### config.mk
export PLATFORM = sky130hd
export DESIGN_NAME = pux_si_mc
export DESIGN_NICKNAME = d
export VERILOG_FILES = /design/src/rtl/pux_si_pkg.sv /design/src/rtl/pux_si_fifo.sv /design/src/rtl/pux_si_mc.sv
export SDC_FILE = /design/constraint.sdc
export NUM_CORES = 1
export LEC_CHECK = 0
export ABC_AREA = 1
export ABC_CLOCK_PERIOD_IN_PS = 2800
export BUFFER_PORTS_ARGS = -buffer_cell sky130_fd_sc_hd__buf_4
export CORE_ASPECT_RATIO = 0.8
export CORE_MARGIN = 3
export CORE_UTILIZATION = 45
export DETAILED_ROUTE_END_ITERATION = 10
export GPL_TIMING_DRIVEN = 0
export PLACE_DENSITY = 0.65
export SYNTH_ARGS = -nofsm -noshare
export SYNTH_HDL_FRONTEND = slang
export SYNTH_SLANG_ARGS = --single-unit
export TNS_END_PERCENT = 20
### constraint.sdc
create_clock -name clk -period 2.8 [get_ports clk]
set_clock_uncertainty 0.1 [all_clocks]
set_input_delay 0.56 -clock clk [delete_from_list [all_inputs] [get_ports clk]]
set_output_delay 0.56 -clock clk [all_outputs]
set_load 0.03 [all_outputs]
### src/rtl/pux_si_pkg.sv
// Shared types for the PUX multi-channel stream interface: FSM encoding and
// the layout of the status word.
package pux_si_pkg;

    // Command FSM: wait for opcode, gather/issue tuples, return status.
    typedef enum logic [1:0] {
        ST_IDLE = 2'd0,
        ST_RUN  = 2'd1,
        ST_STAT = 2'd2
    } state_t;

    // Status word is {opcode, count}; the opcode sits above the count field.
    function automatic int stat_opc_lsb(input int dataw, input int opcw);
        return dataw - opcw;
    endfunction

endpackage

### src/rtl/pux_si_fifo.sv
// Synchronous show-ahead FIFO: head always presents the oldest entry, a push
// becomes visible on head the cycle after it is written.
module pux_si_fifo #(
    parameter int DATAW = 16,
    parameter int DEPTH = 4
) (
    input  logic             clk,
    input  logic             flush,
    input  logic             push,
    input  logic [DATAW-1:0] push_data,
    input  logic             pop,
    output logic [DATAW-1:0] head,
    output logic             full,
    output logic             empty
);
    localparam int AW = $clog2(DEPTH);

    logic [DATAW-1:0] mem [DEPTH];
    logic [AW-1:0]    wptr;
    logic [AW-1:0]    rptr;
    logic [AW:0]      count;
    logic             push_ok;
    logic             pop_ok;

    assign full    = (count == (AW+1)'(DEPTH));
    assign empty   = (count == '0);
    assign head    = mem[rptr];
    assign push_ok = push && !full;
    assign pop_ok  = pop && !empty;

    // Storage write; pointers alone define validity, so no reset is needed here.
    always_ff @(posedge clk) begin
        if (push_ok) begin
            mem[wptr] <= push_data;
        end
    end

    // Pointer and occupancy tracking; pointers wrap naturally modulo DEPTH.
    always_ff @(posedge clk) begin
        if (flush) begin
            wptr  <= '0;
            rptr  <= '0;
            count <= '0;
        end else begin
            if (push_ok) wptr <= wptr + 1'b1;
            if (pop_ok)  rptr <= rptr + 1'b1;
            case ({push_ok, pop_ok})
                2'b10:   count <= count + 1'b1;
                2'b01:   count <= count - 1'b1;
                default: count <= count;
            endcase
        end
    end

endmodule

### src/rtl/pux_si_mc.sv
// PUX multi-channel stream interface: takes one opcode+length command, gathers
// exactly LEN beats per operand channel, issues LEN aligned tuples to the core
// and returns one status word {opcode, tuple count}.
module pux_si_mc
    import pux_si_pkg::*;
#(
    parameter int OPCW  = 8,
    parameter int DATAW = 16,
    parameter int NBUF  = 3,
    parameter int DEPTH = 4,
    parameter int LENW  = 8
) (
    input  logic                  clk,
    input  logic                  rst,
    input  logic [OPCW-1:0]       axis_opcode_data,
    input  logic [LENW-1:0]       axis_opcode_len,
    input  logic                  axis_opcode_valid,
    output logic                  axis_opcode_ready,
    input  logic [NBUF*DATAW-1:0] axis_buf_data,
    input  logic [NBUF-1:0]       axis_buf_valid,
    output logic [NBUF-1:0]       axis_buf_ready,
    output logic [OPCW-1:0]       core_opcode,
    output logic [NBUF*DATAW-1:0] core_data,
    output logic                  core_valid,
    output logic                  core_last,
    input  logic                  core_ready,
    output logic [DATAW-1:0]      axis_status_data,
    output logic                  axis_status_valid,
    input  logic                  axis_status_ready,
    output logic [NBUF-1:0]       stream_request
);
    // Every interface uses valid/ready: a transfer happens on the rising edge
    // where both are high; a source keeps valid and data stable until then.

    localparam int CNTW = DATAW - OPCW;
    localparam int OLSB = stat_opc_lsb(DATAW, OPCW);

    state_t           state;
    logic [OPCW-1:0]  opcode_q;
    logic [LENW:0]    len_q;
    logic [LENW:0]    issued;
    logic [LENW:0]    acc [NBUF];

    logic [NBUF-1:0]  accepting;
    logic [NBUF-1:0]  fifo_full;
    logic [NBUF-1:0]  fifo_empty;
    logic [NBUF-1:0]  push;
    logic [DATAW-1:0] head [NBUF];
    logic             opc_fire;
    logic             core_fire;
    logic             stat_fire;
    logic             last_tuple;
    logic [CNTW-1:0]  cnt_field;

    // A channel takes beats only while it still owes some to the current command.
    always_comb begin
        accepting = '0;
        for (int i = 0; i < NBUF; i++) begin
            accepting[i] = (state == ST_RUN) && (acc[i] < len_q);
        end
    end

    assign stream_request    = accepting;
    assign axis_buf_ready    = accepting & ~fifo_full;
    assign push              = axis_buf_valid & axis_buf_ready;

    assign axis_opcode_ready = (state == ST_IDLE);
    assign opc_fire          = axis_opcode_valid && axis_opcode_ready;

    assign core_valid        = (state == ST_RUN) && (fifo_empty == '0);
    assign last_tuple        = ((issued + (LENW+1)'(1)) == len_q);
    assign core_last         = core_valid && last_tuple;
    assign core_fire         = core_valid && core_ready;
    assign core_opcode       = opcode_q;

    assign axis_status_valid = (state == ST_STAT);
    assign stat_fire         = axis_status_valid && axis_status_ready;
    assign cnt_field         = CNTW'(issued);

    // Status word is only driven while it is being offered.
    always_comb begin
        axis_status_data = '0;
        if (axis_status_valid) begin
            axis_status_data[OLSB +: OPCW] = opcode_q;
            axis_status_data[CNTW-1:0]     = cnt_field;
        end
    end

    // One FIFO per operand channel; all pop together on a core transfer.
    for (genvar g = 0; g < NBUF; g++) begin : g_chan
        pux_si_fifo #(
            .DATAW (DATAW),
            .DEPTH (DEPTH)
        ) u_fifo (
            .clk       (clk),
            .flush     (rst),
            .push      (push[g]),
            .push_data (axis_buf_data[g*DATAW +: DATAW]),
            .pop       (core_fire),
            .head      (head[g]),
            .full      (fifo_full[g]),
            .empty     (fifo_empty[g])
        );
        assign core_data[g*DATAW +: DATAW] = core_valid ? head[g] : '0;
    end

    // Command FSM with per-channel accept counters and the issued-tuple counter.
    always_ff @(posedge clk) begin
        if (rst) begin
            state    <= ST_IDLE;
            opcode_q <= '0;
            len_q    <= '0;
            issued   <= '0;
            for (int i = 0; i < NBUF; i++) acc[i] <= '0;
        end else begin
            case (state)
                ST_IDLE: begin
                    if (opc_fire) begin
                        opcode_q <= axis_opcode_data;
                        len_q    <= {1'b0, axis_opcode_len};
                        issued   <= '0;
                        for (int i = 0; i < NBUF; i++) acc[i] <= '0;
                        state    <= (axis_opcode_len == '0) ? ST_STAT : ST_RUN;
                    end
                end
                ST_RUN: begin
                    for (int i = 0; i < NBUF; i++) begin
                        if (push[i]) acc[i] <= acc[i] + (LENW+1)'(1);
                    end
                    if (core_fire) begin
                        issued <= issued + (LENW+1)'(1);
                        if (last_tuple) state <= ST_STAT;
                    end
                end
                ST_STAT: begin
                    if (stat_fire) state <= ST_IDLE;
                end
                default: state <= ST_IDLE;
            endcase
        end
    end

endmodule

==> flow_summary_export.csv <==
group,metric,value,unit
pwr,powerDensity,626,nW/um^2
route,ant_nets,0,
grt,grt_use_total,19.4,%
timing,slew_violations,0,
cells_and_area,nNetsFinal,1514,
timing,fmax,0.343,GHz
grt,grt_max_degree,17,
die,rows,53,
cells_and_area,syn_to_final_growth,25.9,%
timing,relSlewSlack,54.2,%
setup_path,critPathLaunch,"issued[1]",
run,cap_violations,0,
grt,grt_pass1_vias,8689,
cells_and_area,multi_input_area,4320,sq um
timing,worst_pin_slew,0.688,ns
yosys,syn_area_per_cell,10.4,sq um
pwr,power_leakage,6.57,nW
cells_and_area,layout-drive-gt1-share,26.6,%
die,die_x,192,um
place,gp_congestion,0.889,
setup_path,critPathLaunchType,"flip-flop",
setup_path,critical_path_class,"reg2out",
clocking,clk_pin_slew,0.06,ns
yosys,syn-num-nets,1309,
cells_and_area,n_antenna_cell,0,
setup_path,crit_fanout,4,
status,outcome,"complete, but fails checks",
yosys,postSynthCellCount,1194,
clocking,cts-root-buf,"clkbuf_16",
yosys,synth.distinct_cells,42,
yosys,yosys-top-cells-count,"219 x edfxtp_1, 211 x nor2_1, 148 x inv_1, 127 x nand2_1, 88 x o21ai_0",
place,dpl_cell_area,14200,sq um
place,dp_hpwl,20100,um
setup_path,required,2.14,ns
setup_path,reg2reg_from,"acc[0][7]",
clocking,htree_levels,1,
die,coreArea,26800,sq um
cells_and_area,final_cell_area,15700,sq um
hold_path,hold_class,"in2reg",
route,drtIter0Drc,490,
yosys,syn_area,12500,sq um
grt,antenna_found_initial,0,
clocking,cts_tree,"yes",
yosys,yosysMostFrequentCell,"edfxtp_1",
route,drc,0,
setup_path,worstPathArrival,2.25,ns
route,vias,9062,
timing,fin_ws,-0.113,ns
timing,finalHoldViolations,0,
yosys,synth_top_area_share,52.7,%
timing,setup_viol,6,
cells_and_area,seq_area,7680,sq um
yosys,asyncSetResetFlopFracSynth,0,%
yosys,yosys.area.top_type,"edfxtp_1",
clocking,cts_max_path_buffers,3,
route,wl_per_cell,16.8,um
die,dieArea,29800,sq um
yosys,synth_edf_count,219,
grt,overflow,0,
status,violations,"setup timing",
cells_and_area,fill_cells,2323,
route,routed_wl,29800,um
pwr,ir_drop,0.504,mV
clocking,cts_sinks,273,
timing,layout_worst_path_cycle_share,104,%
place,port-buffer-count,153,
route,firstDrtPassIters,5,
cells_and_area,stdcell_count,1777,
die,initial_core_util,46.6,%
pwr,p_total,9.84,mW
clocking,cts_inserted_buffers,28,
timing,fin_setup_tns,-0.218,ns
timing,rsz0062_at_grt,"true",
yosys,synthFlopType,"edfxtp_1",
setup_path,end_kind,"output port",
timing,fin_crit,2.91,ns
clocking,clk_latency,0.54,ns
die,ioPinCount,154,
die,die_h,155,um
hold_path,worstHoldStart,"rst",
yosys,yosysWarnings,0,
yosys,synthTopCellsByArea,"edfxtp_1 53%, dfxtp_1 8.7%, nor2_1 6.3%",
place,place_inst,1708,
yosys,yosys_register_bits,273,
route,via_per_inst,5.10,
yosys,ys_seq_area_share,61.4,%
grt,grt_pass1_wl,46200,um
[through the flow]
| stage | utilization, % | worst slack (ns) | hold slack [ns] |
|---|---|---|---|
| after detailed placement | 52.9 | -0.582 | 0.360 |
| after global placement | 52.6 | -0.784 | 0.354 |
| after floorplan | - | -0.120 | 0.342 |
| after global routing | 58.6 | -0.253 | 0.0951 |
| after CTS | 57.1 | -0.175 | 0.0841 |
| final | 58.6 | -0.113 | 0.111 |
[metal layers]
metal / wire [um] / share of wire [%] / track usage, % / vias to the layer above
met5: 0 / 0 / 0 / -
met4: 571 / 1.9 / 4.33 / 0
met3: 1700 / 5.7 / 3.24 / 42
met2: 13600 / 46 / 30.6 / 225
met1: 13900 / 47 / 28.2 / 4337
li1: - / - / - / 4458
[critical path, cell delays in order, from the launching register on]
cell and delay (ns):
dfxtp_4 0.37, ha_4 0.19, nand2_4 0.08, nor2_4 0.12, nand2_1 0.07, nand2_1 0.07, nand2_2 0.07, nor3b_2 0.15
nand3_1 0.10, nor4_2 0.28, buf_4 0.21
[cell families after synthesis]
group	synth area share, %
buf+inv	7.02
compound gates	10.0
xor+xnor	1.73
fa+ha+maj	4.49
flops	61.4
simple gates	15.3
[state kept, by name, summed over array words and instances (netlist names), named ones only]
| name | count |
|---|---|
| issued | 9 |
| core_opcode | 8 |
| len_q | 8 |
| acc | 27 |
| state | 2 |
| g_chan.u_fifo.rptr | 6 |
| g_chan.u_fifo.mem | 192 |
| g_chan.u_fifo.wptr | 6 |
| g_chan.u_fifo.count | 9 |
[worst paths after layout]
kind | slack (ns) | cells after the start | endpoint
hold / removal | 0.11 | 2 | issued[8]
setup reg to reg | 0.06 | 14 | g_chan[0].u_fifo.count[1]
setup / recovery | -0.11 | 10 | core_last
hold reg to reg | 0.37 | 2 | g_chan[1].u_fifo.rptr[1]
[cell usage in the layout, fill, tap and decap left out, types with 3 or more instances in the layout]
cell,count
clkinv_2,4
clkinv_1,4
nand2_4,21
clkbuf_8,5
buf_8,3
clkbuf_4,5
buf_6,5
clkbuf_2,14
ha_4,11
nand3_4,6
buf_12,3
o32ai_1,48
nor2_4,15
dfxtp_1,42
ha_1,29
inv_1,138
nand2_2,3
nor2_2,5
o21ai_1,10
o21ai_0,80
a21oi_1,58
dfxtp_2,8
o211ai_1,4
nand4_1,7
inv_2,36
nor2_1,195
nor3b_2,3
buf_2,4
buf_4,170
edfxtp_1,219
clkbuf_16,28
nand3_1,32
nor3_1,4
clkbuf_1,19
nand2_1,123
bufinv_16,4
xor2_1,20
dfxtp_4,4
a21oi_2,3
[repair_timing]
item,CTS,global route
setup buffers,3,15
setup endpoints to repair,243,213
gates resized for setup,45,107
hold buffers,0,0
pin swaps,4,26
[where the power goes]
part	total, mW	leakage, nW	internal (mW)	switching (mW)
combinational	1.30	3.64	0.507	0.793
clock	3.84	0.461	2.30	1.53
sequential	4.70	2.47	4.58	0.118
total	9.84	6.57	7.40	2.45
[layout make-up]
class                      count  area share (%)
multi-input combinational    699            27.5
inverter                     178            4.34
tap                          357            2.84
buffer                        44            1.70
sequential                   273            48.9
timing repair buffer         175            8.68
clock inverter                14            1.14
clock buffer                  37            4.93
Power figures use the tool's default switching activity.
